==> config.mk <==
export PLATFORM = sky130hd
export DESIGN_NAME = veda_mem_arbiter
export DESIGN_NICKNAME = d
export VERILOG_FILES = /design/src/rtl/veda_mem_arbiter.sv
export SDC_FILE = /design/constraint.sdc
export NUM_CORES = 1
export LEC_CHECK = 0
export ABC_CLOCK_PERIOD_IN_PS = 7100
export CAP_MARGIN = 20
export CORE_MARGIN = 2
export CORE_UTILIZATION = 41
export CTS_CLUSTER_SIZE = 16
export DETAILED_ROUTE_END_ITERATION = 6
export PLACE_DENSITY = 0.92
export SLEW_MARGIN = 20
export SYNTH_ARGS = -nofsm -noshare
export SYNTH_HDL_FRONTEND = slang
export SYNTH_SLANG_ARGS = --single-unit
==> constraint.sdc <==
create_clock -name clk -period 7.1 [get_ports clk]
set_input_delay 2.13 -clock clk [delete_from_list [all_inputs] [get_ports clk]]
set_output_delay 2.13 -clock clk [all_outputs]
set_load 0.02 [all_outputs]
==> src/rtl/veda_mem_arbiter.sv <==
// veda_mem_arbiter: shares the single-port veda_mem between the host port,
// the load/store port and the instruction-fetch port. Fixed priority
// host > data > fetch, with a counter that forces a fetch grant once
// fetch has been passed over STARVE_MAX times. Every access goes
// IDLE/RESP -> ACCESS -> RESP, and the owner gets its read data and a
// one-cycle ack on the edge that closes RESP.
module veda_mem_arbiter #(
    parameter int ADDR_W     = 10,
    parameter int DATA_W     = 32,
    parameter int STARVE_MAX = 4
) (
    input  logic              clk,
    input  logic              rst,
    // instruction fetch port (read only)
    input  logic              if_req,
    input  logic [ADDR_W-1:0] if_addr,
    output logic [DATA_W-1:0] if_rdata,
    output logic              if_ack,
    // load/store port
    input  logic              d_req,
    input  logic              d_we,
    input  logic [ADDR_W-1:0] d_addr,
    input  logic [DATA_W-1:0] d_wdata,
    output logic [DATA_W-1:0] d_rdata,
    output logic              d_ack,
    // host port
    input  logic              h_req,
    input  logic              h_we,
    input  logic [ADDR_W-1:0] h_addr,
    input  logic [DATA_W-1:0] h_wdata,
    output logic [DATA_W-1:0] h_rdata,
    output logic              h_ack,
    // memory side
    output logic              mem_en,
    output logic              mem_we,
    output logic [ADDR_W-1:0] mem_addr,
    output logic [DATA_W-1:0] mem_wdata,
    input  logic [DATA_W-1:0] mem_rdata,
    // status
    output logic [1:0]        grant,
    output logic              busy
);

    // counter wide enough to hold STARVE_MAX itself
    localparam int CNT_W = (STARVE_MAX > 0) ? $clog2(STARVE_MAX + 1) : 1;
    localparam logic [CNT_W-1:0] STARVE_LIM = CNT_W'(STARVE_MAX);

    localparam logic [1:0] GNT_NONE = 2'b00;
    localparam logic [1:0] GNT_IF   = 2'b01;
    localparam logic [1:0] GNT_D    = 2'b10;
    localparam logic [1:0] GNT_H    = 2'b11;

    typedef enum logic [1:0] {
        ST_IDLE   = 2'd0,
        ST_ACCESS = 2'd1,
        ST_RESP   = 2'd2
    } state_t;

    state_t            state_q, state_d;
    logic [1:0]        grant_q, grant_d;
    logic              busy_q, busy_d;
    logic              mem_en_q, mem_en_d;
    logic              mem_we_q, mem_we_d;
    logic [ADDR_W-1:0] mem_addr_q, mem_addr_d;
    logic [DATA_W-1:0] mem_wdata_q, mem_wdata_d;
    logic              acc_we_q, acc_we_d;      // current access is a write
    logic [CNT_W-1:0]  starve_cnt_q, starve_cnt_d;
    logic              if_ack_q, if_ack_d;
    logic              d_ack_q, d_ack_d;
    logic              h_ack_q, h_ack_d;
    logic [DATA_W-1:0] if_rdata_q, if_rdata_d;
    logic [DATA_W-1:0] d_rdata_q, d_rdata_d;
    logic [DATA_W-1:0] h_rdata_q, h_rdata_d;

    logic              if_mask_s, d_mask_s, h_mask_s;
    logic              if_elig_s, d_elig_s, h_elig_s;
    logic [1:0]        win_s;
    logic              sel_we_s;
    logic [ADDR_W-1:0] sel_addr_s;
    logic [DATA_W-1:0] sel_wdata_s;

    // Mask the port being acked: its req is still the old, already-served one.
    always_comb begin
        if_mask_s = 1'b0;
        d_mask_s  = 1'b0;
        h_mask_s  = 1'b0;
        case (state_q)
            ST_RESP: begin
                if_mask_s = (grant_q == GNT_IF);
                d_mask_s  = (grant_q == GNT_D);
                h_mask_s  = (grant_q == GNT_H);
            end
            ST_IDLE: begin
                if_mask_s = if_ack_q;
                d_mask_s  = d_ack_q;
                h_mask_s  = h_ack_q;
            end
            default: begin
                if_mask_s = 1'b0;
                d_mask_s  = 1'b0;
                h_mask_s  = 1'b0;
            end
        endcase
    end

    assign if_elig_s = if_req & ~if_mask_s;
    assign d_elig_s  = d_req  & ~d_mask_s;
    assign h_elig_s  = h_req  & ~h_mask_s;

    // Pick the winner at an arbitration point; the starvation override beats priority.
    always_comb begin
        win_s = GNT_NONE;
        if ((state_q == ST_IDLE) || (state_q == ST_RESP)) begin
            if ((starve_cnt_q == STARVE_LIM) && if_elig_s) begin
                win_s = GNT_IF;
            end else if (h_elig_s) begin
                win_s = GNT_H;
            end else if (d_elig_s) begin
                win_s = GNT_D;
            end else if (if_elig_s) begin
                win_s = GNT_IF;
            end else begin
                win_s = GNT_NONE;
            end
        end else begin
            win_s = GNT_NONE;
        end
    end

    // Route the winner's address, write enable and write data toward the memory.
    always_comb begin
        sel_we_s    = 1'b0;
        sel_addr_s  = {ADDR_W{1'b0}};
        sel_wdata_s = {DATA_W{1'b0}};
        case (win_s)
            GNT_H: begin
                sel_we_s    = h_we;
                sel_addr_s  = h_addr;
                sel_wdata_s = h_wdata;
            end
            GNT_D: begin
                sel_we_s    = d_we;
                sel_addr_s  = d_addr;
                sel_wdata_s = d_wdata;
            end
            GNT_IF: begin
                sel_we_s    = 1'b0;
                sel_addr_s  = if_addr;
                sel_wdata_s = {DATA_W{1'b0}};
            end
            default: begin
                sel_we_s    = 1'b0;
                sel_addr_s  = {ADDR_W{1'b0}};
                sel_wdata_s = {DATA_W{1'b0}};
            end
        endcase
    end

    // Next state, response capture, access launch and starvation counting.
    always_comb begin
        state_d      = state_q;
        grant_d      = grant_q;
        busy_d       = busy_q;
        mem_en_d     = 1'b0;
        mem_we_d     = 1'b0;
        mem_addr_d   = {ADDR_W{1'b0}};
        mem_wdata_d  = {DATA_W{1'b0}};
        acc_we_d     = acc_we_q;
        starve_cnt_d = starve_cnt_q;
        if_ack_d     = 1'b0;
        d_ack_d      = 1'b0;
        h_ack_d      = 1'b0;
        if_rdata_d   = if_rdata_q;
        d_rdata_d    = d_rdata_q;
        h_rdata_d    = h_rdata_q;

        case (state_q)
            ST_ACCESS: begin
                state_d = ST_RESP;
            end
            ST_RESP: begin
                // mem_rdata is valid now; hand it to the owner with its ack
                case (grant_q)
                    GNT_IF: begin
                        if_ack_d = 1'b1;
                        if (!acc_we_q) begin
                            if_rdata_d = mem_rdata;
                        end else begin
                            if_rdata_d = if_rdata_q;
                        end
                    end
                    GNT_D: begin
                        d_ack_d = 1'b1;
                        if (!acc_we_q) begin
                            d_rdata_d = mem_rdata;
                        end else begin
                            d_rdata_d = d_rdata_q;
                        end
                    end
                    GNT_H: begin
                        h_ack_d = 1'b1;
                        if (!acc_we_q) begin
                            h_rdata_d = mem_rdata;
                        end else begin
                            h_rdata_d = h_rdata_q;
                        end
                    end
                    default: begin
                        if_ack_d = 1'b0;
                    end
                endcase
            end
            ST_IDLE: begin
                state_d = ST_IDLE;
            end
            default: begin
                state_d = ST_IDLE;
                grant_d = GNT_NONE;
                busy_d  = 1'b0;
            end
        endcase

        if (win_s != GNT_NONE) begin
            state_d     = ST_ACCESS;
            grant_d     = win_s;
            busy_d      = 1'b1;
            mem_en_d    = 1'b1;
            mem_we_d    = sel_we_s;
            mem_addr_d  = sel_addr_s;
            mem_wdata_d = sel_wdata_s;
            acc_we_d    = sel_we_s;
            if (win_s == GNT_IF) begin
                starve_cnt_d = {CNT_W{1'b0}};
            end else if (if_req && (starve_cnt_q < STARVE_LIM)) begin
                starve_cnt_d = starve_cnt_q + CNT_W'(1);
            end else begin
                starve_cnt_d = starve_cnt_q;
            end
        end else if (state_q != ST_ACCESS) begin
            state_d = ST_IDLE;
            grant_d = GNT_NONE;
            busy_d  = 1'b0;
        end else begin
            busy_d = busy_q;
        end
    end

    // State and output registers; reset returns every output to zero at once.
    always_ff @(posedge clk or posedge rst) begin
        if (rst) begin
            state_q      <= ST_IDLE;
            grant_q      <= GNT_NONE;
            busy_q       <= 1'b0;
            mem_en_q     <= 1'b0;
            mem_we_q     <= 1'b0;
            mem_addr_q   <= {ADDR_W{1'b0}};
            mem_wdata_q  <= {DATA_W{1'b0}};
            acc_we_q     <= 1'b0;
            starve_cnt_q <= {CNT_W{1'b0}};
            if_ack_q     <= 1'b0;
            d_ack_q      <= 1'b0;
            h_ack_q      <= 1'b0;
            if_rdata_q   <= {DATA_W{1'b0}};
            d_rdata_q    <= {DATA_W{1'b0}};
            h_rdata_q    <= {DATA_W{1'b0}};
        end else begin
            state_q      <= state_d;
            grant_q      <= grant_d;
            busy_q       <= busy_d;
            mem_en_q     <= mem_en_d;
            mem_we_q     <= mem_we_d;
            mem_addr_q   <= mem_addr_d;
            mem_wdata_q  <= mem_wdata_d;
            acc_we_q     <= acc_we_d;
            starve_cnt_q <= starve_cnt_d;
            if_ack_q     <= if_ack_d;
            d_ack_q      <= d_ack_d;
            h_ack_q      <= h_ack_d;
            if_rdata_q   <= if_rdata_d;
            d_rdata_q    <= d_rdata_d;
            h_rdata_q    <= h_rdata_d;
        end
    end

    assign grant     = grant_q;
    assign busy      = busy_q;
    assign mem_en    = mem_en_q;
    assign mem_we    = mem_we_q;
    assign mem_addr  = mem_addr_q;
    assign mem_wdata = mem_wdata_q;
    assign if_ack    = if_ack_q;
    assign d_ack     = d_ack_q;
    assign h_ack     = h_ack_q;
    assign if_rdata  = if_rdata_q;
    assign d_rdata   = d_rdata_q;
    assign h_rdata   = h_rdata_q;

endmodule

After elaboration in Yosys (flattened, before gate mapping). Index checks and enable logic that the tools add are counted.

Bits in registers: 152. Input bits: 133. Output and inout bits: 146. Logic and storage cells: 79.

Add/subtract/negate cells: 1. $lt $le $gt $ge: 1. Equal/unequal tests: 12. Multiplexer cells: 31. Bitwise logic cells: 7. Reduce and logical (&&, ||, !) cells: 12.

Operator list (number): one-hot mux 32 bit (2 select lines) (1); two-way mux 32 bit (1); one-hot mux 10 bit (3 select lines) (1); two-way mux 2 bit (9); two-way mux 1 bit (11); equality test 2 bit, second input constant (5); two-way mux 10 bit (1); AND reduction 3 bit (3); one-hot mux 1 bit (2 select lines) (4); equality test 2 x 1 -> 1 bit, second input constant (3); two-way mux 3 bit (2); != test 3 x 1 -> 1 bit, second input constant (2); nonzero test 2 bit (3); inverter 1 bit (4); one-hot mux 2 bit (2 select lines) (1); adder 3 x 1 -> 3 bit, second input constant (1); AND 1 bit (3); equality test 3 bit, second input constant (1); < comparator 3 bit, second input constant (1); OR reduction 3 bit (1); logical AND 1 bit (2); logical NOT 2 bit (1); != test 2 x 1 -> 1 bit, second input constant (1); AND reduction 2 bit (1); logical OR 1 bit (1).

Depth between registers and ports, before layout. Gate-level depths: netlist of the first run.

Word-level depth: 12. Gate-level depth with buffers: 9. Gate-level depth less buffers: 7.

Worst setup path before layout of the first run. OpenSTA, ideal clock, no wires.

Path type: input -> register. From: in h_req. To: reg mem_addr_q[1] (netlist: mem_addr[1]). Setup time: 118 ps. Arrival: 3078 ps. Data required time: 6982 ps. Setup slack: 3904 ps. Stages on the path: 6. Buffers on the path: 2. Cells stage by stage: o311ai_4 -> and3b_1 -> buf_2 -> buf_6 -> a22o_1 -> a21o_1.

Word-level cells in the longest chain between the ends: 7. Elaborated cells between the ends (all ways): 10. Those cells by class: eq/ne: 3; mux: 5; bitwise: 1; reduce/logical: 1.

RTL lines: start: declaration (line 27) `input logic h_req,`; AND 1 bit (*) (line 108) `assign h_elig_s = h_req & ~h_mask_s;`; two-way mux 2 bit (*) (line 116) `end else if (h_elig_s) begin`; two-way mux 2 bit (*) (line 114) `if ((starve_cnt_q == STARVE_LIM) && if_elig_s) begin`; two-way mux 2 bit (*) (line 113) `if ((state_q == ST_IDLE) || (state_q == ST_RESP)) begin`; equality test 2 x 1 -> 1 bit or equality test 2 bit (tied branches) (line 135) `case (win_s)`; one-hot mux 10 bit (3 select lines) (line 135); two-way mux 10 bit (*) (line 223) `if (win_s != GNT_NONE) begin`; net mem_addr_d[1] (line 64) `logic [ADDR_W-1:0] mem_addr_q, mem_addr_d;`; end signal: assignment (line 256) `mem_addr_q <= {ADDR_W{1'b0}};`; end signal: assignment (line 272) `mem_addr_q <= mem_addr_d;`; end: declaration (line 64).

Mark *: on every way through the listed nets, which the timed path passes. The rest lies on a longest branch. A chain may end at the register's enable or synchronous reset.

Worst setup path in the final report of the first run.
From: reg grant_q[1] (netlist: grant[1]). To: out grant[1].

RTL lines: start: declaration (line 60) `logic [1:0] grant_q, grant_d;`; start signal: assignment (line 268) `grant_q <= grant_d;`; end: declaration (line 40) `output logic [1:0] grant,`.

No word-level cell between the ends.

==> metrics.yaml, run 1 <==
outcome: "finished, final reports clean"
num-fill-cells: 925
multi_input_area_um2: 1920
regArea_um2: 3800
synth_most_common_cell: "dfrtp_1"
yosys_register_bits: 152
crit_path_max_incr_delay_ns: 0.66
yosysTopAreaCell: "dfrtp_1"
hpwlAfterDp_um: 11900
setup_viol: 0
worstMarginPinSlew_ns: 1.06
critPathLaunchType: "register"
via_per_inst: 5.11
drive_gt1_share_pct: 20.5
antennaDiodeCount: 0
syn_area_per_cell_um2: 15.5
wl_um: 15700
initial_core_util_pct: 42.1
antenna_left: 0
grtUsageTotal_pct: 20.5
grt_pass1_wl_um: 23000
powerDensity_nw_per_um2: 454
finish.instance_area_um2: 9410
synth-edff-count: 0
hold_class: "reg -> reg"
coreArea_um2: 13900
yosysWarnings: 0
dieArea_um2: 15200
synth_top_area_share_pct: 65.1
ys_seq_area_share_pct: 65.1
maxSlewViolCount: 0
slew_headroom_pct: 29.2
syn_nets: 512
clock_sinks: 152
first_global_vias: 4500
syn_area_um2: 5840
vias: 4342
postPlaceCellArea_um2: 8800
synthTopCellsByCount: "152 x dfrtp_1, 96 x mux2_2, 42 x a22o_1"
power_leakage_nw: 4.11
clock_path_buffers: 2
drt_iter0_markers: 214
finalCritPeriodShare_pct: 52.3
place.gp.congestion: 0.894
syn_to_final_growth_pct: 61.1
fin_skew_ns: 0.00698
cts_made_buffers: 17
ys_types: 33
path_clk_slew_ns: 0.05
critPathSlowestCell: "clkdlybuf4s50_1"
finalSetupTns_ns: 0
post_cts_buffers: 0
crit_family: "buffers and inverters"
synth_top_flop_cell: "dfrtp_1"
hold_violations: 0
syn_inst: 377
drc: 0
core.rowCount: 43
grt_max_degree: 82
rsz0062_at_grt: "false"
port_buffers: 278
ctsHoldBuffers: 0
path_max_fanout: 7
clk_latency_ns: 0.41
crit_chain: "clkdlybuf4s50_1"
firstDrtPassIters: 4
ctsHtreeMaxLevel: 4
tritoncts: "built"
fmax_ghz: 0.269
cp_data_arrival_time_ns: 1.58
grt-ovfl-total: 0
drv_cap: 0
clock-root-buffer: "clkbuf_16"
pin_count: 279
cts_resized: 0
timing_worst_setup_path_type: "reg -> out"
wire_per_inst_um: 18.5
die_w_um: 123
final_nets: 791
antenna_found_initial: 0
cp-end-kind: "output port"
async_reset_ff_share_pct: 100
irDropWorstVdd_mv: 0.159
synth_area_leaders: "dfrtp_1 65%, mux2_2 19%, a22o_1 6.3%"
worst-path-buf-inv: 1
worstPathRequired_ns: 4.97
die_y_um: 123
fin_crit_ns: 3.71
## per-layer routing
layer  vias to the layer above  GRT usage (%)  part of all wire, %
li1                       1922              -                    -
met5                         -              0                    0
met1                      2136           20.5                   35
met3                        55           6.09                  7.1
met2                       229           36.7                   53
met4                         0           13.0                  5.2
## cell usage in the layout, fill, tap and decap left out, drive strengths merged, types with 2 or more instances in the layout
master / n
inv: 11
a31oi: 3
buf: 4
o311ai: 2
mux2i: 2
clkbuf: 25
a21o: 12
nand3b: 2
o21ai: 2
clkdlybuf4s50: 278
nor2: 6
bufinv: 3
nor2b: 2
nor3: 2
nand2: 4
a22o: 42
mux2: 96
dfrtp: 152
ha: 2
clkinv: 3
## flip-flops by register name, summed over array words and instances, names as in the netlist
register      cells
mem_addr         10
d_rdata          32
h_ack             1
if_rdata         32
mem_we            1
starve_cnt_q      3
grant             2
h_rdata          32
busy              1
mem_en            1
d_ack             1
if_ack            1
acc_we_q          1
mem_wdata        32
state_q           2
## power breakdown
| part | leakage (nW) | internal (mW) | switching, mW |
|---|---|---|---|
| sequential | 1.91 | 1.24 | 0.243 |
| clock | 0.291 | 0.581 | 0.320 |
| combinational | 1.91 | 1.00 | 0.892 |
## final cells by class
class / count / share of cell area [%]
clock buffer: 25 / 5.16
tap: 180 / 2.39
clock inverter: 7 / 1.24
sequential: 152 / 40.4
multi-input combinational: 192 / 20.4
inverter: 11 / 0.492
timing repair buffer: 282 / 29.9
## kinds of logic (layout without fill, tap and decap cells)
logic type,Yosys count,after routing,synth area share (%)
buffers and inverters,33,325,2.59
XOR/XNOR,1,1,0.150
AND/OR/NAND/NOR,22,22,2.19
AO/OA/AOI/OAI,69,69,10.6
multiplexers,98,98,18.9
flip-flops,152,152,65.1
adder cells (fa/ha/maj),2,2,0.428
## final timing paths
path                       startpoint      endpoint  slack, ns  cells past startpoint
hold / removal                   busy          busy       0.50                      1
max in group asynchronous         rst  if_rdata[18]       3.50                      3
min in group asynchronous         rst  if_rdata[11]       2.21                      2
hold reg to reg                  busy          busy       0.50                      1
setup / recovery             grant[1]      grant[1]       3.39                      1
setup reg to reg           state_q[0]   d_rdata[18]       4.57                      3
## per-stage QoR
step	util (%)	hold slack [ns]	std cells	power [mW]	worst slack, ns
floorplan	-	0.513	377	2.41	0.877
global placement	63.4	0.472	817	3.32	3.03
detailed placement	63.4	0.478	817	3.40	2.81
CTS	67.7	0.506	849	4.31	3.25
global route	67.8	0.518	849	4.47	3.21
finish	67.8	0.500	849	4.27	3.39
(Power assumes the default switching activity.)
==> run 2, diff against run 1 <==
--- a/config.mk
+++ b/config.mk
@@ -5,7 +5,7 @@
 export SDC_FILE = /design/constraint.sdc
 export NUM_CORES = 1
 export LEC_CHECK = 0
-export ABC_CLOCK_PERIOD_IN_PS = 7100
+export ABC_CLOCK_PERIOD_IN_PS = 3600
 export CAP_MARGIN = 20
 export CORE_MARGIN = 2
 export CORE_UTILIZATION = 41
==> constraint.sdc (replaced) <==
create_clock -name clk -period 3.6 [get_ports clk]
set_input_delay 1.08 -clock clk [delete_from_list [all_inputs] [get_ports clk]]
set_output_delay 1.08 -clock clk [all_outputs]
set_load 0.02 [all_outputs]
==> metrics.yaml, run 2 (synthesis gave the netlist of run 1 again) <==
outcome: "finished, final reports clean"
initial_core_util_pct: 42.1
worstPathRequired_ns: 2.52
regToRegSetupSlack_ns: 1.15
place.gp.congestion: 0.884
dp_cells: 823
clock-root-buffer: "clkbuf_16"
min_from: "busy"
clock_path_buffers: 2
die_y_um: 123
tritoncts: "built"
pin_count: 279
setup_viol: 0
antenna_found_initial: 0
postPlaceCellArea_um2: 8880
firstDrtPassIters: 5
clk_latency_ns: 0.41
grt-ovfl-total: 0
timing_worst_setup_path_type: "reg -> out"
post_cts_buffers: 0
drv_cap: 0
first_global_vias: 4410
worst-path-buf-inv: 1
cp_data_arrival_time_ns: 1.56
core.rowCount: 43
antenna_left: 0
coreArea_um2: 13900
rr_worst_depth: 5
ctsHtreeMaxLevel: 4
fin_crit_ns: 2.64
clock_sinks: 152
fin_cells: 855
hold_class: "reg -> reg"
die_w_um: 123
r2r_end: "mem_wdata[17]"
slew_headroom_pct: 49.0
cts_made_buffers: 17
multi_input_area_um2: 1910
drt_iter0_markers: 241
wire_per_inst_um: 18.2
finalCritPeriodShare_pct: 73.3
wl_um: 15600
whs_endpoint: "busy"
crit_path_max_incr_delay_ns: 0.66
irDropWorstVdd_mv: 0.304
crit_chain: "clkdlybuf4s50_1"
vias: 4306
power_leakage_nw: 4.15
drc: 0
via_per_inst: 5.04
powerDensity_nw_per_um2: 890
worstMarginPinSlew_ns: 0.761
final_nets: 797
finalSetupTns_ns: 0
path_clk_slew_ns: 0.06
critPathLaunchType: "register"
finish.instance_area_um2: 9470
power_mw: 8.43
critPathSlowestCell: "clkdlybuf4s50_1"
layout_commonest_cell: "clkdlybuf4s50_1"
fin_ws_ns: 0.961
num-fill-cells: 925
crit_family: "buffers and inverters"
hold_violations: 0
maxSlewViolCount: 0
cts_resized: 0
grtUsageTotal_pct: 20.4
syn_to_final_growth_pct: 62.1
dp_worst_setup_slack_ns: 0.611
drive_gt1_share_pct: 21.6
regArea_um2: 3800
r2r_start: "state_q[0]"
fin_skew_ns: 0.00791
dieArea_um2: 15200
port_buffers: 278
ctsHoldBuffers: 0
rsz0062_at_grt: "false"
holdPathStages: 1
path_max_fanout: 7
grt_pass1_wl_um: 23100
layout_common_cells: "278 x clkdlybuf4s50_1, 152 x dfrtp_1, 96 x mux2_2"
grt_max_degree: 89
fmax_ghz: 0.379
cp-end-kind: "output port"
antennaDiodeCount: 0
hpwlAfterDp_um: 11900
-- run 2: changes by cell type in the layout (fill, tap and decap cells not counted) --
cell | before | now
clkbuf_1 | 5 | 1
clkinv_4 | 1 | 5
clkbuf_8 | 3 | 0
clkinv_2 | 2 | 1
buf_4 | 4 | 7
nor3_4 | 1 | 0
inv_6 | 1 | 6
bufinv_16 | 3 | 2
buf_12 | 0 | 3
nor3_1 | 0 | 1
-- run 2: per-stage QoR --
| step | util, % | hold WS, ns |
|---|---|---|
| after CTS | 68.2 | 0.494 |
| after global routing | 68.2 | 0.515 |
| final | 68.2 | 0.488 |
| after detailed placement | 63.9 | 0.473 |
| after floorplan | - | 0.513 |
| after global placement | 63.9 | 0.476 |
-- run 2: layout make-up --
cell class / instances / area share [%]
clock buffer: 18 / 4.53
clock inverter: 14 / 1.70
inverter: 11 / 0.476
multi-input combinational: 192 / 20.1
sequential: 152 / 40.2
tap: 180 / 2.38
timing repair buffer: 288 / 30.6
-- run 2: worst max-delay path by stage --
stage	end	from	cells past startpoint
floorplan	acc_we_q	rst	1
global placement	mem_wdata[5]	if_req	5
detailed placement	mem_wdata[17]	if_req	5
CTS	grant[1]	grant[1]	1
global route	grant[1]	grant[1]	1
finish	grant[1]	grant[1]	1
-- run 2: power breakdown --
group | switching [mW] | leakage [nW] | internal (mW)
combinational | 1.77 | 1.95 | 2.00
clock | 0.731 | 0.291 | 1.04
sequential | 0.446 | 1.91 | 2.44
-- run 2: layer usage --
metal	global-route usage, %	up-vias	share of wire, %
li1	-	1936	-
met5	0	-	0
met3	4.06	43	6.4
met4	11.3	0	4.0
met1	22.4	2099	36
met2	36.8	228	54
